==> src/rtl/ascon_init.sv <==
// Ascon-128a initialization: loads IV||K||N, runs p^a and XORs K into x3||x4.
// Build option ASCON_INIT_UNROLL2_EN: two cascaded rounds per clock edge.
module ascon_init #(
  parameter logic [63:0] IV        = 64'h80800c0800000000,
  parameter int          PA_ROUNDS = 12
) (
  input  logic         clk,
  input  logic         rst,
  input  logic         start,
  input  logic [127:0] key,
  input  logic [127:0] nonce,
  output logic         busy,
  output logic         done,
  output logic [319:0] ini_sout
);

  typedef enum logic {
    IDLE = 1'b0,
    RUN  = 1'b1
  } state_t;

`ifdef ASCON_INIT_UNROLL2_EN
  localparam int RND_STEP = 2;
`else
  localparam int RND_STEP = 1;
`endif
  localparam logic [3:0] RND_FIRST = 4'(12 - PA_ROUNDS);
  localparam logic [3:0] RND_LAST  = 4'(12 - RND_STEP);

  if (PA_ROUNDS < 1 || PA_ROUNDS > 12) begin : g_bad_rounds
    $error("ascon_init: PA_ROUNDS must be in 1..12");
  end
  if ((PA_ROUNDS % RND_STEP) != 0) begin : g_bad_unroll
    $error("ascon_init: PA_ROUNDS must be even in the unrolled build");
  end

  function automatic logic [63:0] rotr(input logic [63:0] x, input int n);
    return (x >> n) | (x << (64 - n));
  endfunction

  // One full Ascon round: constant addition, bit-sliced S-box, linear layer.
  function automatic logic [319:0] ascon_round(input logic [319:0] s, input logic [3:0] r);
    logic [63:0] x0, x1, x2, x3, x4;
    logic [63:0] t0, t1, t2, t3, t4;
    logic [7:0]  c;
    c = 8'hf0 - 8'(r) * 8'h0f;
    {x0, x1, x2, x3, x4} = s;
    x2 = x2 ^ {56'h0, c};
    // NOTE: blocking assignments are correct here; this is a combinational
    // function evaluated top-to-bottom, not clocked state.
    x0 = x0 ^ x4;
    x4 = x4 ^ x3;
    x2 = x2 ^ x1;
    t0 = x0 ^ (~x1 & x2);
    t1 = x1 ^ (~x2 & x3);
    t2 = x2 ^ (~x3 & x4);
    t3 = x3 ^ (~x4 & x0);
    t4 = x4 ^ (~x0 & x1);
    t1 = t1 ^ t0;
    t0 = t0 ^ t4;
    t3 = t3 ^ t2;
    t2 = ~t2;
    x0 = t0 ^ rotr(t0, 19) ^ rotr(t0, 28);
    x1 = t1 ^ rotr(t1, 61) ^ rotr(t1, 39);
    x2 = t2 ^ rotr(t2, 1)  ^ rotr(t2, 6);
    x3 = t3 ^ rotr(t3, 10) ^ rotr(t3, 17);
    x4 = t4 ^ rotr(t4, 7)  ^ rotr(t4, 41);
    return {x0, x1, x2, x3, x4};
  endfunction

  state_t         state_q, state_d;
  logic [3:0]     rnd_q, rnd_d;
  logic [319:0]   s_q, s_d;
  logic [127:0]   key_q, key_d;
  logic           busy_q, busy_d;
  logic           done_q, done_d;
  logic [319:0]   sout_q, sout_d;
  logic [319:0]   round_out;

`ifdef ASCON_INIT_UNROLL2_EN
  assign round_out = ascon_round(ascon_round(s_q, rnd_q), 4'(rnd_q + 4'd1));
`else
  assign round_out = ascon_round(s_q, rnd_q);
`endif

  always_comb begin
    // NOTE: every signal gets a default first so no path leaves it unassigned,
    // which would otherwise infer a latch.
    state_d = state_q;
    rnd_d   = rnd_q;
    s_d     = s_q;
    key_d   = key_q;
    busy_d  = busy_q;
    done_d  = 1'b0;
    sout_d  = sout_q;
    unique case (state_q)
      IDLE: begin
        if (start) begin
          s_d     = {IV, key, nonce};
          key_d   = key;
          rnd_d   = RND_FIRST;
          busy_d  = 1'b1;
          state_d = RUN;
        end
      end
      RUN: begin
        s_d   = round_out;
        rnd_d = 4'(rnd_q + 4'(RND_STEP));
        if (rnd_q == RND_LAST) begin
          sout_d  = round_out ^ {192'h0, key_q};
          done_d  = 1'b1;
          busy_d  = 1'b0;
          state_d = IDLE;
        end
      end
      default: state_d = IDLE;
    endcase
  end

  always_ff @(posedge clk or negedge rst) begin
    if (!rst) begin
      state_q <= IDLE;
      rnd_q   <= '0;
      s_q     <= '0;
      key_q   <= '0;
      busy_q  <= 1'b0;
      done_q  <= 1'b0;
      sout_q  <= '0;
    end else begin
      state_q <= state_d;
      rnd_q   <= rnd_d;
      s_q     <= s_d;
      key_q   <= key_d;
      busy_q  <= busy_d;
      done_q  <= done_d;
      sout_q  <= sout_d;
    end
  end

  assign busy     = busy_q;
  assign done     = done_q;
  assign ini_sout = sout_q;

endmodule

==> config.mk <==
export PLATFORM = sky130hd
export DESIGN_NAME = ascon_init
export DESIGN_NICKNAME = d
export VERILOG_FILES = /design/src/rtl/ascon_init.sv
export SDC_FILE = /design/constraint.sdc
export NUM_CORES = 2
export LEC_CHECK = 0
export BUFFER_PORTS_ARGS = -buffer_cell sky130_fd_sc_hd__buf_4
export CORE_AREA = 3 3 405 407
export CTS_CLUSTER_SIZE = 8
export DETAILED_ROUTE_END_ITERATION = 10
export DIE_AREA = 0 0 408 410
export PLACE_DENSITY = 0.57
export SYNTH_ARGS = -nofsm -noshare
export SYNTH_HDL_FRONTEND = slang
export SYNTH_SLANG_ARGS = --single-unit
==> constraint.sdc <==
create_clock -name clk -period 4.8 [get_ports clk]
set_clock_uncertainty 0.05 [all_clocks]
set_input_delay 0.96 -clock clk [delete_from_list [all_inputs] [get_ports clk]]
set_output_delay 0.96 -clock clk [all_outputs]
set_load 0.01 [all_outputs]
==> results.toml <==
[synthesis]
synth_cells = 4601
synth_mux_area_share_pct = 5.20
synth.largest_area_cell = "dfrtp_1"
yosys_warnings = 0
ys_types = 36
synthAdderAreaFrac_pct = 4.79
synth_seq_cells = 775
yosysSeqAreaShare_pct = 40.2
yosys.area_share.simple_pct = 7.58
synth-compound-area-share_pct = 10.5
synth_flop_cell = "dfrtp_1"
synth_area_leaders = "dfrtp_1, xnor2_1, xnor3_1, xnor2_2, nand2_1"
synth_top_area_share_pct = 40.2
synth_nets = 5011
synth_edf_count = 0
synth_area_um2 = 48200
avgSynthCellArea_um2 = 10.5
synth_xor_area_share_pct = 28.5
synth_top_family_by_area = "XOR/XNOR gates"
synthArstFlopShare_pct = 100

[global_route]
grt_usage_pct = 26.3
grt_max_degree = 214
antenna_found_initial = 29
grt-ovfl-total = 0
grt_pass1_wl_um = 305000
grt_pass1_vias = 36500

[worst_setup_path]
critPathCaptureType = "flop"
critPathArrivalTime_ps = 5070
rr_worst_depth = 18
critPathLaunchType = "flop"
path_class = "flop to flop"
cp.required_ps = 5340
path_max_fanout = 5
regToRegSetupSlack_ps = 270

[sta]
drv_slew = 0
clock.fmax_ghz = 0.221
worst_slew_margin_rel_pct = 6.18
rsz0062_at_grt = "false"
fin_crit_ps = 4530
hold_viol_final = 0
tightest_slew_ps = 1400
fin_crit_sh_pct = 94.4
setup_violations = 0
setup-tns-final_ps = 0

[route]
drtIter0Drc = 3784
routed_wl_um = 226000
vias = 37600
dr.pass1.iters = 6
wire_per_inst_um = 30.5
route.antenna.remaining_nets = 0
viasPerCell = 5.08
drc = 0

[clock_tree]
cts_max_level = 3
cts_sinks = 775
clock-root-buffer = "clkbuf_16"
cts_buffers = 109
cts_tree = "built"
cts_setup_buffers = 0
clock_path_buffers = 3
clkLatencyLatePin_ps = 750
cts.clk_slew.worst_paths_ps = 60
hold_buffers = 0
cts_resized = 0

[die]
rows = 147
start_util_pct = 30.0
ios = 581
die_h_um = 410
die_area_um2 = 167000
core_um2 = 161000
die_w_um = 408

[placement]
routabilityCongestion = 1.02
post-dp-hpwl_um = 184000
port_buffers = 580
place_area_um2 = 55700

[cells_and_area]
area_growth_pct = 21.9
nFillCells = 16100
nNetsFinal = 5622
stdcell_area_um2 = 58800
drive_gt1_share_pct = 21.4

[min_path]
hp-class = "primary input to asynchronous set/reset pin"

[run]
drv_cap = 0

[status]
outcome = "complete, no violations"
## cells in the final DEF, fill, tap and decap left out, drive strengths merged, types with 2 or more instances in the layout
master    n
ha      147
clkbuf  127
diode    13
nand3     2
nor3      7
nor2    209
o21ai   371
nand2   518
fa        4
xor2    148
buf     713
inv     199
dfrtp   775
nand2b   60
xnor3   138
a211oi  234
o31ai     3
clkinv    3
a21o      2
xnor2   939
nor2b    79
maj3     38
mux2    131
a21oi   277
mux2i   103
## metal layers
metal	GRT usage [%]	vias up	wire length, um
li1	-	16500	-
met1	34.4	19200	93600
met2	41.7	1634	103000
met3	6.14	340	18300
met4	11.3	8	10500
met5	0	-	48
## synthesized netlist by cell type, drive strengths merged (103+ instances only)
master,n
xnor2,939
dfrtp,775
nand2,518
o21ai,371
a21oi,277
a211oi,234
nor2,209
inv,196
clkbuf,193
xor2,148
ha,147
xnor3,138
mux2,131
mux2i,103
## flip-flops by register name, indices dropped and copies added, names as in the netlist
signal / cells
key_q: 128
busy: 1
state_q: 1
done: 1
ini_sout: 320
rnd_q: 4
s_q: 320
## cells by family after synthesis
family | Yosys count
compound gates | 892
xor+xnor | 1225
fa+ha+maj | 189
buf+inv | 409
flops | 775
mux | 234
simple gates | 877
## per-stage QoR
step           setup slack [ps]  cells  utilization (%)  hold slack, ps
6_report                    269   7408             36.6             311
2_1_floorplan               530   4601                -             431
4_1_cts                     190   7395             36.6             289
3_5_place_dp                197   7261             34.7             422
5_1_grt                   0.412   7399             36.6             356
3_3_place_gp                221   7261             34.7             414
## worst paths after layout
path	startpoint	to
min	rst	key_q[12]
max	rnd_q[1]	ini_sout[125]
min in group clk	key[101]	key_q[101]
min reg2reg	ini_sout[62]	ini_sout[62]
max in group asynchronous	rst	s_q[175]
max reg2reg	rnd_q[1]	ini_sout[125]
## layout make-up
cell class              instances  area [um2]  area share (%)
multi-input cells            3417       27300            46.5
flip-flops and latches        775       19400            33.0
repair buffers                713        5580            9.49
clock buffers                 127        2870            4.88
well taps                    2160        2700            4.60
inverters                     196         736            1.25
clock inverters                 7         133           0.226
diodes                         13        32.5          0.0553
## critical path, stage by stage, from the launching register on
cell      delay (ps)
dfrtp_1          450
fa_1             400
inv_1             80
fa_1             420
inv_1             70
ha_1             140
inv_1             40
ha_1             330
and2_1           190
a221oi_1         350
a211o_1          220
nand2_1           70
ha_1             350
xnor2_4          190
xnor2_2          270
buf_4            200
xnor3_1          340
xnor2_1          150
o21ai_1           70
Power is not shown: default switching activity piles up to over one toggle a cycle in this logic, so the estimate is an artifact.
